===== src/rtl/jk_pkg.sv =====
// Shared constants for the JK register bank: operation select codes and
// the two-bit {j,k} codes understood by each jk_cell.
package jk_pkg;

    localparam logic [2:0] MODE_JK    = 3'b000;
    localparam logic [2:0] MODE_LOAD  = 3'b001;
    localparam logic [2:0] MODE_UP    = 3'b010;
    localparam logic [2:0] MODE_DOWN  = 3'b011;
    localparam logic [2:0] MODE_SHL   = 3'b100;
    localparam logic [2:0] MODE_SHR   = 3'b101;
    localparam logic [2:0] MODE_CLEAR = 3'b110;
    localparam logic [2:0] MODE_HOLD  = 3'b111;

    localparam logic [1:0] JK_HOLD = 2'b00;
    localparam logic [1:0] JK_CLR  = 2'b01;
    localparam logic [1:0] JK_SET  = 2'b10;
    localparam logic [1:0] JK_TGL  = 2'b11;

    // Forcing a cell to a known target value is always expressed as set or clear.
    function automatic logic [1:0] set_clr(input logic target);
        return target ? JK_SET : JK_CLR;
    endfunction

endpackage


===== src/rtl/jk_cell.sv =====
// One-bit JK flip-flop with a synchronous reset to a per-bit value and an
// enable that freezes the bit when low.
module jk_cell
    import jk_pkg::*;
(
    input  logic clk,
    input  logic rst,
    input  logic rst_val,
    input  logic en,
    input  logic j,
    input  logic k,
    output logic q
);

    logic q_d;
    logic q_q;

    always_comb begin
        q_d = q_q;
        if (en) begin
            case ({j, k})
                JK_HOLD: q_d = q_q;
                JK_CLR:  q_d = 1'b0;
                JK_SET:  q_d = 1'b1;
                JK_TGL:  q_d = ~q_q;
                default: q_d = q_q;
            endcase
        end
    end

    always_ff @(posedge clk) begin
        if (rst) begin
            q_q <= rst_val;
        end else begin
            q_q <= q_d;
        end
    end

    assign q = q_q;

endmodule


===== src/rtl/jk_reg_bank.sv =====
// Multi-mode register bank built from WIDTH independent JK cells; every
// operation is translated into per-bit {j,k} codes, plus a registered wrap pulse.
module jk_reg_bank
    import jk_pkg::*;
#(
    parameter int               WIDTH   = 8,
    parameter logic [WIDTH-1:0] RST_VAL = '0
) (
    input  logic             clk,
    input  logic             rst,
    input  logic             en,
    input  logic [2:0]       mode,
    input  logic [WIDTH-1:0] j,
    input  logic [WIDTH-1:0] k,
    input  logic [WIDTH-1:0] d,
    input  logic             ser_in,
    output logic [WIDTH-1:0] q,
    output logic [WIDTH-1:0] q_bar,
    output logic             wrap,
    output logic             zero
);

    logic [WIDTH-1:0] cell_j;
    logic [WIDTH-1:0] cell_k;
    logic [WIDTH-1:0] shl_val;
    logic [WIDTH-1:0] shr_val;
    logic             lower_ones;
    logic             lower_zeros;
    logic [1:0]       code;
    logic             wrap_d;
    logic             wrap_q;

    assign shl_val = {q[WIDTH-2:0], ser_in};
    assign shr_val = {ser_in, q[WIDTH-1:1]};

    // lower_ones/lower_zeros track whether all bits below i are 1/0, giving the
    // toggle-enable for each stage of the up/down counter chains.
    always_comb begin
        cell_j      = '0;
        cell_k      = '0;
        lower_ones  = 1'b1;
        lower_zeros = 1'b1;
        code        = JK_HOLD;
        for (int i = 0; i < WIDTH; i++) begin
            case (mode)
                MODE_JK:    code = {j[i], k[i]};
                MODE_LOAD:  code = set_clr(d[i]);
                MODE_UP:    code = lower_ones  ? JK_TGL : JK_HOLD;
                MODE_DOWN:  code = lower_zeros ? JK_TGL : JK_HOLD;
                MODE_SHL:   code = set_clr(shl_val[i]);
                MODE_SHR:   code = set_clr(shr_val[i]);
                MODE_CLEAR: code = JK_CLR;
                MODE_HOLD:  code = JK_HOLD;
                default:    code = JK_HOLD;
            endcase
            cell_j[i]   = code[1];
            cell_k[i]   = code[0];
            lower_ones  = lower_ones & q[i];
            lower_zeros = lower_zeros & ~q[i];
        end
    end

    for (genvar g = 0; g < WIDTH; g++) begin : g_cell
        jk_cell u_cell (
            .clk     (clk),
            .rst     (rst),
            .rst_val (RST_VAL[g]),
            .en      (en),
            .j       (cell_j[g]),
            .k       (cell_k[g]),
            .q       (q[g])
        );
    end

    always_comb begin
        wrap_d = en && (((mode == MODE_UP)   && (&q)) ||
                        ((mode == MODE_DOWN) && ~(|q)));
    end

    always_ff @(posedge clk) begin
        if (rst) begin
            wrap_q <= 1'b0;
        end else begin
            wrap_q <= wrap_d;
        end
    end

    assign wrap  = wrap_q;
    assign q_bar = ~q;
    assign zero  = (q == '0);

endmodule


===== config.mk =====
export PLATFORM = sky130hd
export DESIGN_NAME = jk_reg_bank
export DESIGN_NICKNAME = d
export VERILOG_FILES = /design/src/rtl/jk_pkg.sv /design/src/rtl/jk_cell.sv /design/src/rtl/jk_reg_bank.sv
export SDC_FILE = /design/constraint.sdc
export NUM_CORES = 1
export LEC_CHECK = 0
export ABC_CLOCK_PERIOD_IN_PS = 2340
export BUFFER_PORTS_ARGS = -buffer_cell sky130_fd_sc_hd__buf_2
export CORE_UTILIZATION = 49
export CTS_BUF_LIST = sky130_fd_sc_hd__clkbuf_4
export DETAILED_ROUTE_END_ITERATION = 7
export HOLD_SLACK_MARGIN = 0.03
export PLACE_DENSITY = 0.84
export REMOVE_ABC_BUFFERS = 1
export SETUP_SLACK_MARGIN = 0.2
export SLEW_MARGIN = 0
export SYNTH_ARGS = -nofsm -noshare
export SYNTH_HDL_FRONTEND = slang
export SYNTH_SLANG_ARGS = --single-unit

===== constraint.sdc =====
create_clock -name clk -period 2.34 [get_ports clk]
set_input_delay 0.702 -clock clk [delete_from_list [all_inputs] [get_ports clk]]
set_output_delay 0.702 -clock clk [all_outputs]
set_load 0.1 [all_outputs]

==> flow_metrics.tcl <==
set metrics [dict create \
    avgViaCountPerCell 6.30 \
    max-cap-violations 0 \
    ys_ff_latch 9 \
    dp_hpwl_um 2670 \
    fp.dieH_um 50.5 \
    fillers 199 \
    clk_pin_slew_ps 60 \
    worstPathRequired_ps 1640 \
    ir_drop_mv 0.362 \
    dp.cells 233 \
    fin_util_pct 66.0 \
    antenna_found_initial 0 \
    path_buf_inv 1 \
    clock.fmax_mhz 461 \
    power_frac_comb_pct 58.4 \
    cts_hold_buf 0 \
    boundaryPins 49 \
    cts_tree "built" \
    crit_chain "or4_4 -> nor2_4 -> buf_12" \
    ys_async_sr_fraction_pct 0 \
    synth_cells 167 \
    wl_um 3690 \
    synth_top_area_cell "dfxtp_1" \
    synth_common_cells "20 x nor2_1, 12 x clkbuf_1, 10 x inv_1" \
    crit_type "flop to primary output" \
    finalMaxSlewViolations 0 \
    pwr-share-seq_pct 23.2 \
    final_cells 237 \
    power_switching_w 0.000407 \
    power.total_w 0.000783 \
    finalSetupViolCount 0 \
    dr.pass1.iters 4 \
    antenna-diode-count 0 \
    clockBufferDepth 2 \
    worst_pin_slew_ps 486 \
    slowest_stage "or4_4" \
    cp_max_fo 2 \
    setup.worst_path.end_class "primary output" \
    yosysWarnings 0 \
    slowest_delay_ps 560 \
    drt_iter0_markers 96 \
    finClkSkew_ps 5.99 \
    grt_pass1_wl_um 5660 \
    hp-class "flop to flop" \
    max_slew_margin_pct 67.8 \
    power.share.clock_pct 18.4 \
    setup_ws_ps 171 \
    place_worst_setup_slack_ps 130 \
    powerDensity_nw_per_um2 536 \
    critPathLaunchType "flop" \
    synth.area.top_cells "dfxtp_1 16%, nor2_1 6.5%, buf_4 5.2%" \
    p_int_w 0.000376 \
    grt-ovfl-total 0 \
    dieArea_sq_um 2550 \
    fin_crit_sh_pct 92.7 \
    wl_per_cell_um 15.6 \
    drtAntennaViolNets 0 \
    gp_congestion 0.910 \
    drc 0 \
    finalHoldViolations 0 \
    worstPathArrival_ps 1470 \
    htreeDepth 1 \
    synth.distinct_cells 48 \
    power.leakage_nw 0.654 \
    cts_buffers 3 \
    clock_latency_ps 280 \
    vias 1493 \
    final_layout_size_suffix_gt1_share_pct 34.0 \
    grtUsageTotal_pct 29.3 \
    coreArea_sq_um 2210 \
    chipWidth_um 50.5 \
    synth_edf_count 0 \
    netSwitchingFraction_pct 52.0 \
    ys.flop_type "dfxtp_1" \
    final_nets 241 \
    status "finished, final reports clean" \
    portBuffers 48 \
    layout_min_cycle_time_ps 2170 \
    yosys.area.top_type_share_pct 15.7 \
    syn_area_sq_um 1150 \
    area_delta_synth_final_pct 26.8 \
    cts_root_buf "clkbuf_4" \
    rsz0062_at_grt "yes" \
    synth.avg_cell_area_sq_um 6.89 \
    rows 17 \
    dpl_cell_area_sq_um 1420 \
    final_area_sq_um 1460 \
    grt_max_degree 18 \
    ys_seq_area_share_pct 15.7 \
    grt_pass1_vias 1293 \
    yosysMostFrequentCell "nor2_1" \
    critPathTopFamily "simple AND/OR/NAND/NOR gates" \
    initial_utilization_pct 52.0 \
    cts_sinks 9 \
]
==> per-stage QoR <==
| step | hold slack [ps] | TNS, ps |
|---|---|---|
| 2_1_floorplan | 767 | -4480 |
| 5_1_grt | 673 | 0 |
| 3_5_place_dp | 622 | 0 |
| 4_1_cts | 649 | 0 |
| 3_3_place_gp | 574 | 0 |
| 6_report | 656 | 0 |
==> what timing repair did <==
action / in CTS / in global routing
setup buffers: 0 / 0
setup endpoints to repair: 1 / 2
pin swaps: 1 / 0
gates resized for setup: 3 / 1
gates cloned: 0 / 0
==> layer usage <==
layer / routed length (um) / track usage [%] / vias to the layer above / share of wire [%]
li1: - / - / 707 / -
met1: 1510 / 35.4 / 676 / 41
met2: 1750 / 50.9 / 103 / 48
met3: 362 / 3.64 / 7 / 9.8
met4: 67 / 13.4 / 0 / 1.8
met5: 0 / 0 / - / 0
==> state kept, by name, indices dropped and copies added (netlist names) <==
register,flops
wrap,1
g_cell.u_cell.q,8
==> layout by cell type, fill, tap and decap left out, types with 3 or more instances in the layout <==
cell type	Yosys	layout
buf_2	2	46
nor2_1	20	19
buf_4	8	12
inv_1	10	10
a21oi_1	9	9
dfxtp_1	9	9
o21ai_0	8	8
nand2_1	7	7
nor3_1	6	6
o211ai_1	5	5
clkbuf_4	0	5
or3_1	4	4
nor3b_1	4	4
o21ai_1	4	4
a31oi_1	4	4
mux2i_1	3	3
o31ai_1	3	3
nor2b_1	3	3
nand3_1	3	3
a22oi_1	3	3
==> worst reg2reg max path: cells and delay by family (launching register included) <==
family,cells,cell delay (ps)
AOI/OAI and AO/OA,2,190
and+or+nand+nor,2,1040
DFF,1,420
muxes,1,180
==> final timing paths <==
path	from	to	slack, ps	cells after the start
worst max-delay path	g_cell[6].u_cell.q	zero	170	3
worst max register to register	g_cell[0].u_cell.q	g_cell[6].u_cell.q	400	5
worst min register to register	g_cell[7].u_cell.q	wrap	660	3
worst min-delay path	g_cell[7].u_cell.q	wrap	660	3
==> power groups by stage <==
stage	logic [W]	registers (W)	clock network, W
floorplan	0.000222	0.000266	0
global placement	0.000434	0.000183	0
detailed placement	0.000441	0.000184	0
CTS	0.000453	0.000181	0.000144
global route	0.000479	0.000183	0.000151
finish	0.000457	0.000182	0.000144
==> final cells by class <==
cell class                      instances  area (sq um)  area share [%]
Inverter                               10          37.5            2.57
Timing Repair Buffer                   60           348            23.8
Tap cell                               28          35.0            2.40
Clock buffer                            4          30.0            2.06
Multi-Input combinational cell        126           830            56.8
Sequential cell                         9           180            12.3
==> cells by family (layout without fill, tap and decap cells) <==
logic type | count (synthesis) | after routing | share of synthesized area (%)
buffers and inverters | 32 | 74 | 13.3
and+or+nand+nor | 61 | 61 | 28.8
DFF | 9 | 9 | 15.7
AOI/OAI and AO/OA | 58 | 58 | 35.8
muxes | 7 | 7 | 6.52
Note: power is estimated with default switching activity, not from simulation.
